==> config.mk <==
export PLATFORM = sky130hd
export DESIGN_NAME = uart_autobaud_ctrl
export DESIGN_NICKNAME = d
export VERILOG_FILES = /design/src/rtl/uart_autobaud_pkg.sv /design/src/rtl/uart_rx_edge_sync.sv /design/src/rtl/uart_autobaud_ctrl.sv
export SDC_FILE = /design/constraint.sdc
export NUM_CORES = 1
export LEC_CHECK = 0
export ABC_AREA = 0
export CORE_ASPECT_RATIO = 1.25
export CORE_MARGIN = 4
export CORE_UTILIZATION = 40
export CTS_CLUSTER_DIAMETER = 30
export DETAILED_ROUTE_END_ITERATION = 6
export GPL_ROUTABILITY_DRIVEN = 1
export PLACE_DENSITY = 0.6
export SLEW_MARGIN = 20
export SYNTH_ARGS = -nofsm -noshare
export SYNTH_HDL_FRONTEND = slang
export SYNTH_SLANG_ARGS = --single-unit
==> constraint.sdc <==
create_clock -name clk_i -period 3.63 [get_ports clk_i]
set_clock_uncertainty 0.1 [all_clocks]
set_input_delay 0.363 -clock clk_i [delete_from_list [all_inputs] [get_ports clk_i]]
set_output_delay 0.363 -clock clk_i [all_outputs]
set_load 0.05 [all_outputs]
==> src/rtl/uart_autobaud_pkg.sv <==
// Shared definitions for the UART auto-baud controller: FSM state encoding,
// error codes and calibration constants.
package uart_autobaud_pkg;

  typedef enum logic [2:0] {
    IDLE    = 3'd0,
    ARMED   = 3'd1,
    MEASURE = 3'd2,
    CALC    = 3'd3,
    APPLY   = 3'd4,
    ERROR   = 3'd5
  } ab_state_e;

  localparam logic [1:0] ERR_NONE    = 2'b00;
  localparam logic [1:0] ERR_FAST    = 2'b01;
  localparam logic [1:0] ERR_TIMEOUT = 2'b10;

  // Falling edges in a 0x55 sync character: start bit plus bits 1, 3, 5, 7.
  localparam int          SYNC_EDGES   = 5;
  localparam logic [12:0] BAUD_VAL_MAX = 13'h1FFF;

endpackage

==> src/rtl/uart_rx_edge_sync.sv <==
// Brings the asynchronous RX line into the clk_i domain and flags falling
// edges. All flops reset to 1 (idle line) so reset release never looks like
// a start bit.
//   clk_i    system clock
//   reset_i  asynchronous active-high reset
//   rx_i     raw serial input
//   fe_o     high for one cycle per synchronized 1->0 transition
module uart_rx_edge_sync (
  input  logic clk_i,
  input  logic reset_i,
  input  logic rx_i,
  output logic fe_o
);

  logic sync1_q;
  logic sync2_q;
  logic prev_q;

  always_ff @(posedge clk_i or posedge reset_i) begin
    if (reset_i) begin
      sync1_q <= 1'b1;
      sync2_q <= 1'b1;
      prev_q  <= 1'b1;
    end else begin
      sync1_q <= rx_i;
      sync2_q <= sync1_q;
      prev_q  <= sync2_q;
    end
  end

  assign fe_o = prev_q & ~sync2_q;

endmodule

==> src/rtl/uart_autobaud_ctrl.sv <==
// Auto-baud calibration: measures eight bit-times of a received 0x55 and
// programs the 16x baud generator (baud_val + 3-bit fraction).
//   clk_i                system clock
//   reset_i              asynchronous active-high reset
//   start_i / abort_i    one-cycle control pulses from the register block
//   rx_i                 raw serial input
//   baud_val_o           13-bit generator divisor
//   baud_val_fraction_o  3-bit generator fraction
//   rx_hold_o            receiver should ignore the line
//   busy_o               controller not idle
//   done_o / err_o       one-cycle completion / failure pulses
//   err_code_o           last failure cause, cleared by an accepted start
//
// state   | meaning
// IDLE    | outputs held, waiting for start
// ARMED   | waiting for the start-bit falling edge (no timeout)
// MEASURE | counting clocks until the 5th falling edge
// CALC    | derive divisor and fraction from the measured span
// APPLY   | new values on the outputs, done pulse
// ERROR   | err pulse, outputs unchanged
module uart_autobaud_ctrl
  import uart_autobaud_pkg::*;
#(
  parameter logic [12:0] DEFAULT_BAUD_VAL = 13'd1,
  parameter logic [2:0]  DEFAULT_FRACTION = 3'd0,
  parameter int          CNT_W            = 21
) (
  input  logic        clk_i,
  input  logic        reset_i,
  input  logic        start_i,
  input  logic        abort_i,
  input  logic        rx_i,
  output logic [12:0] baud_val_o,
  output logic [2:0]  baud_val_fraction_o,
  output logic        rx_hold_o,
  output logic        busy_o,
  output logic        done_o,
  output logic        err_o,
  output logic [1:0]  err_code_o
);

  localparam int QW = CNT_W + 1;

  ab_state_e        state_q, state_d;
  logic [CNT_W-1:0] cnt_q, cnt_d;
  logic [2:0]       edge_cnt_q, edge_cnt_d;
  logic [QW-1:0]    m_q, m_d;
  logic [12:0]      baud_val_q, baud_val_d;
  logic [2:0]       frac_q, frac_d;
  logic [1:0]       err_code_q, err_code_d;

  logic          fe;
  logic          last_edge;
  logic [QW-1:0] q_w;
  logic [QW-1:0] bv_full_w;
  logic          too_fast_w;
  logic          clamp_w;

  uart_rx_edge_sync u_edge_sync (
    .clk_i   (clk_i),
    .reset_i (reset_i),
    .rx_i    (rx_i),
    .fe_o    (fe)
  );

  // T = 16*(bv+1) + 2*frac and M = 8T, so M/16 = 8*(bv+1) + frac.
  // Adding 8 before the shift rounds to nearest.
  assign q_w        = (m_q + QW'(8)) >> 4;
  assign bv_full_w  = (q_w >> 3) - QW'(1);
  assign too_fast_w = (q_w < QW'(8));
  assign clamp_w    = (bv_full_w > QW'(BAUD_VAL_MAX));

  assign last_edge  = fe && (edge_cnt_q == 3'(SYNC_EDGES - 1));

  always_comb begin
    state_d    = state_q;
    cnt_d      = cnt_q;
    edge_cnt_d = edge_cnt_q;
    m_d        = m_q;
    baud_val_d = baud_val_q;
    frac_d     = frac_q;
    err_code_d = err_code_q;

    if (abort_i) begin
      state_d = IDLE;
    end else begin
      unique case (state_q)
        IDLE: begin
          if (start_i) begin
            state_d    = ARMED;
            err_code_d = ERR_NONE;
          end
        end
        ARMED: begin
          if (fe) begin
            state_d    = MEASURE;
            cnt_d      = '0;
            edge_cnt_d = 3'd1;
          end
        end
        MEASURE: begin
          cnt_d = cnt_q + CNT_W'(1);
          if (fe) edge_cnt_d = edge_cnt_q + 3'd1;
          // cnt_q lags the edge-1 detect cycle by one, hence the +1.
          if (last_edge) begin
            state_d = CALC;
            m_d     = {1'b0, cnt_q} + QW'(1);
          end else if (cnt_q == '1) begin
            state_d    = ERROR;
            err_code_d = ERR_TIMEOUT;
          end
        end
        CALC: begin
          if (too_fast_w) begin
            state_d    = ERROR;
            err_code_d = ERR_FAST;
          end else begin
            state_d = APPLY;
            if (clamp_w) begin
              baud_val_d = BAUD_VAL_MAX;
              frac_d     = 3'd7;
            end else begin
              baud_val_d = bv_full_w[12:0];
              frac_d     = q_w[2:0];
            end
          end
        end
        APPLY:   state_d = IDLE;
        ERROR:   state_d = IDLE;
        default: state_d = IDLE;
      endcase
    end
  end

  always_ff @(posedge clk_i or posedge reset_i) begin
    if (reset_i) begin
      state_q    <= IDLE;
      cnt_q      <= '0;
      edge_cnt_q <= '0;
      m_q        <= '0;
      baud_val_q <= DEFAULT_BAUD_VAL;
      frac_q     <= DEFAULT_FRACTION;
      err_code_q <= ERR_NONE;
    end else begin
      state_q    <= state_d;
      cnt_q      <= cnt_d;
      edge_cnt_q <= edge_cnt_d;
      m_q        <= m_d;
      baud_val_q <= baud_val_d;
      frac_q     <= frac_d;
      err_code_q <= err_code_d;
    end
  end

  assign baud_val_o          = baud_val_q;
  assign baud_val_fraction_o = frac_q;
  assign err_code_o          = err_code_q;
  assign busy_o              = (state_q != IDLE);
  assign rx_hold_o           = (state_q == ARMED) || (state_q == MEASURE) || (state_q == CALC);
  // An abort landing on the pulse cycle suppresses the pulse.
  assign done_o              = (state_q == APPLY) && !abort_i;
  assign err_o               = (state_q == ERROR) && !abort_i;

endmodule

# Word level (Yosys, flattened, before mapping)
# Cells that the tools add are included.
[totals]
wordCells = 72
in_bits = 5
register_bits = 70
output_inout_bits = 22
[classes]
n_eq_ne = 16
n_reduce_logical = 16
order_cmp = 2
n_mux = 19
add_sub_neg = 5
bitwise = 4
[op_table]
columns = ["operator", "n"]
rows = [
  ["one-hot mux 21 bit (2 select lines)", 1],
  ["two-way mux 3 bit", 8],
  ["adder 21 x 1 -> 22 bit (second input constant)", 1],
  ["adder 22 x 4 -> 22 bit (second input constant)", 1],
  ["greater-than comparator 22 x 13 -> 1 bit (second input constant)", 1],
  ["adder 21 x 1 -> 21 bit (second input constant)", 1],
  ["== test 21 bit (second input constant)", 1],
  ["two-way mux 21 bit", 1],
  ["< comparator 18 x 4 -> 1 bit (second input constant)", 1],
  ["subtractor 15 x 1 -> 16 bit (second input constant)", 1],
  ["two-way mux 13 bit", 1],
  ["inequality test 2 bit (second input constant)", 6],
  ["one-hot mux 3 bit (4 select lines)", 1],
  ["AND reduction 3 bit", 4],
  ["== test 3 bit (second input constant)", 3],
  ["two-way mux 2 bit", 4],
  ["== test 3 x 2 -> 1 bit (second input constant)", 2],
  ["inequality test 3 bit (second input constant)", 2],
  ["one-hot mux 2 bit (3 select lines)", 1],
  ["one-hot mux 3 bit (2 select lines)", 1],
  ["AND reduction 6 bit", 1],
  ["nonzero test 3 bit", 2],
  ["inequality test 4 bit (second input constant)", 1],
  ["AND reduction 4 bit", 1],
  ["other kinds (10)", 15],
]

# Logic depth before layout (Yosys ltp)
# Gate-level depths: netlist of the first run.
[depth]
ltp_word = 6
depth_mapped = 11
ltp_nobuf = 10

# Modules after synthesis
# From an unflattened synthesis of the first run, not the netlist that was laid out.
[unflattened]
hier_cells = 461
hier_area_um2 = 4214.0
[modules_own_cells]
columns = ["mod", "instances", "area_each_um2", "seq_area_each_um2", "cells_per_inst"]
rows = [
  ["uart_autobaud_ctrl", 1, 4117.7, 1602.8, 456],
  ["uart_rx_edge_sync", 1, 96.3, 78.8, 5],
]

# Worst setup path after synthesis of the first run
# OpenSTA, ideal clock, no wires.
[synth_path]
kind = "register to register"
from = "register m_q[3]"
to = "register baud_val_q[6] (netlist: baud_val_o[6])"
arrival_time_ns = 2.511
stages_incl_launch_ff = 12
required_ns = 3.387
synth_period_minus_slack_ns = 2.754
path_buffers = 3
path_slack_ns = 0.876
setup_ns = 0.143
cell_sequence = "dfrtp_1 -> ha_1 -> and3_1 -> buf_2 -> and4_4 -> buf_6 -> and4_1 -> nor4_2 -> and3_1 -> a2111o_1 -> buf_6 -> a31oi_2"
[synth_between]
elab_chain_len = 4
word_cells_on_any_way = 7
classes_between = "add/sub (2); order compare (2); mux (1); bitwise (1); reduce/logical (1)"
[synth_rtl]
columns = ["element", "line_no", "rtl"]
rows = [
  ["start: declaration", "uart_autobaud_ctrl.sv:47", "logic [QW-1:0] m_q, m_d;"],
  ["start signal: assignment", "uart_autobaud_ctrl.sv:148", "m_q <= m_d;"],
  ["adder 22 x 4 -> 22 bit (*)", "uart_autobaud_ctrl.sv:68", "assign q_w = (m_q + QW'(8)) >> 4;"],
  ["subtractor 15 x 1 -> 16 bit or < comparator 18 x 4 -> 1 bit (tied branches)", "uart_autobaud_ctrl.sv:69, uart_autobaud_ctrl.sv:70", ""],
  ["greater-than comparator 22 x 13 -> 1 bit or NOT 1 bit (tied branches)", "n/a", ""],
  ["two-way mux 13 bit or AND reduction 3 bit (tied branches)", "n/a", ""],
  ["end signal: assignment", "uart_autobaud_ctrl.sv:149", "baud_val_q <= baud_val_d;"],
  ["end: declaration", "uart_autobaud_ctrl.sv:48", "logic [12:0] baud_val_q, baud_val_d;"],
]
# Mark *: on every way between the ends. The rest lies on a longest branch, timed or not.
# A chain may end at the register's enable or synchronous reset.

# Worst setup path in the final report of the first run
[layout_path]
from = "register m_q[4]"
to = "register baud_val_q[8] (netlist: baud_val_o[8])"
# The elaborated chain is that of the path after synthesis.

==> results of run 1 <==
cell type report:
class	instances	area, sq um	area share
inverters	9	33.8	0.00732
clock inverters	2	10.0	0.00217
flip-flops and latches	67	1680	0.364
well taps	126	158	0.0342
multi-input cells	353	2140	0.464
clock buffers	14	264	0.0572
repair buffers	33	325	0.0705
flip-flops by register name, indices dropped and copies added, names as in the netlist:
register             count
err_code_o               2
u_edge_sync.sync1_q      1
u_edge_sync.prev_q       1
u_edge_sync.sync2_q      1
state_q                  3
cnt_q                   21
baud_val_o              13
baud_val_fraction_o      3
edge_cnt_q               3
m_q                     19
cells by family (layout without fill, tap and decap cells):
kind of cell             count (synthesis)  count (layout)  synth area share
buffers and inverters                   46              58            0.0553
AND/OR/NAND/NOR                        183             183             0.223
adder cells (fa/ha/maj)                  5               5            0.0155
multiplexers                             3               3           0.00742
flip-flops                              67              67             0.415
AO/OA/AOI/OAI                          121             121             0.194
XOR/XNOR                                41              41            0.0887
power breakdown:
group	switching, mW	leakage, nW	internal [mW]
Sequential	0.0954	0.902	0.824
Combinational	0.177	0.855	0.124
Clock	0.302	0.137	0.498
worst max-delay path: stages, from the launching register on:
cell      delay (ns)
dfrtp_1         0.43
ha_1            0.31
and3_1          0.32
and4_4          0.32
a31oi_1         0.12
nor4_2          0.50
and3_1          0.23
a2111o_1        0.46
a31oi_1         0.16
synth_stat cells, types with 2 or more instances:
library cell,instances,share of area
and2_1,6,0.0093
dfrtp_1,63,0.39
o211a_1,2,0.0049
xnor2_1,24,0.052
o21a_1,4,0.0074
nand4_1,13,0.020
a21oi_1,6,0.0074
buf_1,3,0.0028
buf_6,3,0.0083
nor2b_1,6,0.0093
nor3b_1,2,0.0037
a311oi_1,2,0.0043
a31oi_1,19,0.029
mux2i_1,3,0.0074
or3_1,4,0.0062
o31ai_1,10,0.019
nand3_1,11,0.014
a211oi_1,3,0.0056
o22ai_1,2,0.0031
buf_4,5,0.0093
o21ai_0,51,0.063
and4_1,4,0.0087
dfstp_2,4,0.026
and3_1,16,0.025
nor2_1,43,0.040
nand2_1,55,0.051
inv_1,9,0.0083
nand2b_1,4,0.0062
nor4_2,2,0.0062
a31o_2,3,0.0065
clkbuf_1,18,0.017
buf_2,7,0.0087
a41oi_1,3,0.0065
nor3_1,10,0.012
xor2_1,17,0.037
nor4_1,4,0.0062
ha_1,5,0.015
a31oi_2,2,0.0062
a211o_1,2,0.0043
worst paths after layout:
kind,end
setup / recovery,baud_val_o[8]
hold / removal,u_edge_sync.sync2_q
setup reg to reg,baud_val_o[8]
hold reg to reg,u_edge_sync.sync2_q
max in group asynchronous,u_edge_sync.prev_q
min in group asynchronous,state_q[0]
metal layers:
metal  vias to the layer above  global-route usage
li1                       1680                   -
met1                      1622               0.208
met2                        77               0.256
met3                        15              0.0294
met4                         0              0.0606
met5                         -                   0
cells in the final DEF (no fill, tap or decap), types with 3 or more instances in the layout:
cell	n
xnor2_1	24
nand2_1	55
nor3_1	10
mux2i_1	3
dfstp_2	4
o21a_1	4
clkbuf_1	3
clkdlybuf4s50_1	26
clkbuf_16	9
buf_4	6
a31o_2	3
o21ai_0	50
and4_1	4
and2_1	6
ha_1	5
dfrtp_1	63
a21oi_1	6
nor2_1	43
nor2b_1	6
a31oi_1	19
a41oi_1	3
o31ai_1	10
nor4_1	4
nand2b_1	4
a211oi_1	3
and3_1	16
nand3_1	11
or3_1	4
inv_1	8
xor2_1	17
nand4_1	13
==> results.toml, run 1 <==
[power_and_ir_drop]
power.total_mw = 2.02
powerDensity_mw_per_mm2 = 437
leakage_nw = 1.89
peakVddDrop_mv = 0.225

[clocking]
clock_path_buffers = 2
cts-root-buf = "clkbuf_16"
postCtsSetupBuffers = 0
cts_resized = 0
cts.clk_slew.worst_paths_ns = 0.05
cts.sinks = 67
cts_max_level = 3
holdBufCountCts = 0
clk_latency_ns = 0.32
cts_buffers = 9
cts_tree = "done"

[logic_synthesis]
ys_types = 55
synth_warnings = 0
synth_area_sq_mm = 0.00405
syn_nets = 476
synth_edf_count = 0
syn_inst = 466
ys.flop_type = "dfrtp_1"
ys_seq_elements = 67
avgSynthCellArea_sq_um = 8.69
synthArstFlopShare = 1.00
ys_seq_area_frac = 0.415

[route]
ant_nets = 0
dr.max_layer_used = "met4"
wl_met1_mm = 3.99
drc = 0
viasPerCell = 5.62
wl_met3_um = 400
drtIter0Drc = 231
vias = 3394
drt_wl_total_mm = 8.78
routedWlPerCell_um = 14.5
met2_length_mm = 4.22
drt_first_pass_iters = 4

[sta]
setup_viol = 0
fin_ws_ns = 0.521
rsz0062_at_grt = "no"
period_minus_slack_ns = 3.11
holdWs_ns = 0.254
finalSetupTns_ns = 0
drv_slew = 0
relSlewSlack = 0.335
tightest_slew_ns = 0.995
fmax_mhz = 322
period_share = 0.857
final_hold_viol_count = 0

[floorplanning]
row_count = 40
io_pins = 27
design.die.area_sq_mm = 0.0118
coreArea_sq_mm = 0.00976
die_y_um = 120
initial_utilization = 0.415
fp.dieW_um = 98.0

[placed_design]
portBuffers = 26
dpl_cell_area_sq_mm = 0.00434
pre_cts_ws_ns = 0.513
dpl.cell_count = 588
hpwlAfterDp_mm = 6.26
place_congestion = 0.870

[finish]
antennaDiodeCount = 0
drive_above_1_share = 0.0690
layoutNonFillerInstCount = 604
fillers = 979
final_cell_area_sq_mm = 0.00462
layout.nets = 483
post-route-util = 0.473
area_growth_syn_to_layout_pct = 14.0

[min_path]
hold_depth = 0
hp-start = "u_edge_sync.sync1_q"
hold_path.class = "reg -> reg"

[flow_run]
maxCapViolCount = 0

[global_routing]
grt_max_degree = 39
grt_use_total = 0.157
grt_pass1_wl_mm = 15.5
overflow = 0
grt_pass1_vias = 3211
antenna_found_initial = 0

[setup_path]
reg2reg_slack_ns = 0.52
r2r_cells = 8
worstSetupPathType = "reg -> reg"
critPathLaunchType = "register"
cp-startpoint = "m_q[4]"
worstSetupEndpointType = "register"
worstPathMaxFanout = 16
r2r_start = "m_q[4]"
required_ns = 3.71
cp_data_arrival_time_ns = 3.19

[outcome]
status = "finished clean"
Power figures use the tool's default switching activity.
==> inputs of run 2 (changes only) <==
MAX_ROUTING_LAYER = met4   (was not set)
==> run 2 against run 1 <==
Sequential share of layout area is the same. Utilization is the same. Worst setup slack got worse by 0.0096 ns. Critical endpoint unchanged. Final area stayed put. Final cell count unchanged. Critical path depth stayed put. Non-clock buffer count unchanged. Critical path type unchanged. Clock-buffer cell count did not move. Clock power shrank 0.5%. Sequential power about the same. Register-to-register slack about the same.
==> results.toml, run 2 (synthesis results as in run 1) <==
[sta]
tightest_slew_ns = 0.981
period_minus_slack_ns = 3.12
fmax_mhz = 321
relSlewSlack = 0.344
rsz0062_at_grt = "no"
setup_viol = 0
holdWs_ns = 0.254
drv_slew = 0
period_share = 0.859
final_hold_viol_count = 0
finalSetupTns_ns = 0

[route]
drt_wl_total_mm = 8.75
drt_first_pass_iters = 4
routedWlPerCell_um = 14.5
ant_nets = 0
viasPerCell = 5.58
drc = 0
drtIter0Drc = 239
vias = 3372

[global_routing]
grt_pass1_wl_mm = 15.5
overflow = 0
grt_use_total = 0.162
antenna_found_initial = 0
grt_pass1_vias = 3209
grt_max_degree = 39

[outcome]
status = "finished clean"

[finish]
fillers = 979
antennaDiodeCount = 0
drive_above_1_share = 0.0690
seqCellArea_sq_mm = 0.00168
post-route-util = 0.473
multiInputGateArea_sq_mm = 0.00214
area_growth_syn_to_layout_pct = 14.0
layout_commonest_cell = "dfrtp_1"
largest_reg_flops = 21
layout.nets = 483
most-common-layout-cells = "dfrtp_1 (63), nand2_1 (55), o21ai_0 (50), nor2_1 (43), clkdlybuf4s50_1 (26)"
regMostFlops = "cnt_q"

[setup_path]
r2r-end = "baud_val_o[8]"
reg2reg_slack_ns = 0.51
crit_family = "simple AND/OR/NAND/NOR gates"
worst-path-buf-inv = 0
worstSetupPathType = "reg -> reg"
cp_data_arrival_time_ns = 3.20
worstPathMaxFanout = 16
r2r_start = "m_q[4]"
required_ns = 3.71
r2r_cells = 8
cpMaxStageDelayCell = "nor4_2"
cpPeakStageDelay_ns = 0.50
worstSetupEndpointType = "register"
crit_chain = "ha_1 > and3_1 > and4_4 > a31oi_1 > nor4_2 > and3_1 > a2111o_1 > a31oi_1"
critPathLaunchType = "register"

[min_path]
hp-start = "u_edge_sync.sync1_q"
hold_depth = 0
hold_path.class = "reg -> reg"
worstHoldEndpoint = "u_edge_sync.sync2_q"

[floorplanning]
initial_utilization = 0.415
design.die.area_sq_mm = 0.0118
fp.dieW_um = 98.0
row_count = 40
die_y_um = 120
coreArea_sq_mm = 0.00976
io_pins = 27

[flow_run]
maxCapViolCount = 0

[power_and_ir_drop]
powerDensity_mw_per_mm2 = 437
leakage_nw = 1.89
peakVddDrop_mv = 0.225
power.total_mw = 2.02

[clocking]
postCtsSetupBuffers = 0
cts-root-buf = "clkbuf_16"
cts.sinks = 67
holdBufCountCts = 0
clk_latency_ns = 0.32
cts_max_level = 3
cts_resized = 0
cts_tree = "done"
cts_buffers = 9
cts.clk_slew.worst_paths_ns = 0.05
clock_path_buffers = 2

[placed_design]
hpwlAfterDp_mm = 6.26
place_congestion = 0.885
portBuffers = 26
run 2: cell counts in the layout (fill, tap and decap cells not counted):
Identical to the previous run, type by type.
run 2: cell type report:
type,instances,area share
clock buffers,14,0.0572
well taps,126,0.0342
inverters,9,0.00732
clock inverters,2,0.00217
multi-input cells,353,0.464
repair buffers,33,0.0705
flip-flops and latches,67,0.364
run 2: layer usage:
layer	wire [um]	track usage	vias to the layer above
met5	0	-	-
met4	133	0.0606	0
met3	344	0.0294	12
met2	4230	0.256	70
met1	4030	0.209	1612
li1	-	-	1678
run 2: worst register-to-register path: stages (launching register included):
cell and delay [ns]:
dfrtp_1 0.44, ha_1 0.31, and3_1 0.33, and4_4 0.32, a31oi_1 0.13, nor4_2 0.50, and3_1 0.23, a2111o_1 0.46
a31oi_1 0.17
run 2: power by group:
| group | total (mW) | leakage [nW] | internal (mW) | switching (mW) |
|---|---|---|---|---|
| clock | 0.796 | 0.137 | 0.497 | 0.298 |
| combinational | 0.301 | 0.855 | 0.124 | 0.177 |
| sequential | 0.921 | 0.902 | 0.824 | 0.0968 |
| total | 2.02 | 1.89 | 1.45 | 0.572 |
run 2: worst max path at each step:
stage                     startpoint                      to  cells past startpoint
after floorplan               m_q[3]           baud_val_o[6]                     11
after global placement        m_q[3]          baud_val_o[10]                      8
after detailed placement      m_q[4]           baud_val_o[8]                      8
final                         m_q[4]           baud_val_o[8]                      8
after global routing          m_q[4]  baud_val_fraction_o[1]                      8
after CTS                     m_q[4]           baud_val_o[8]                      8
run 2: through the flow:
| step | cell area [sq um] | setup slack [ns] | cells |
|---|---|---|---|
| floorplan | 4050 | 0.876 | 466 |
| global placement | 4340 | 0.656 | 588 |
| detailed placement | 4340 | 0.513 | 588 |
| CTS | 4620 | 0.510 | 604 |
| global route | 4620 | 0.214 | 604 |
| finish | 4620 | 0.511 | 604 |
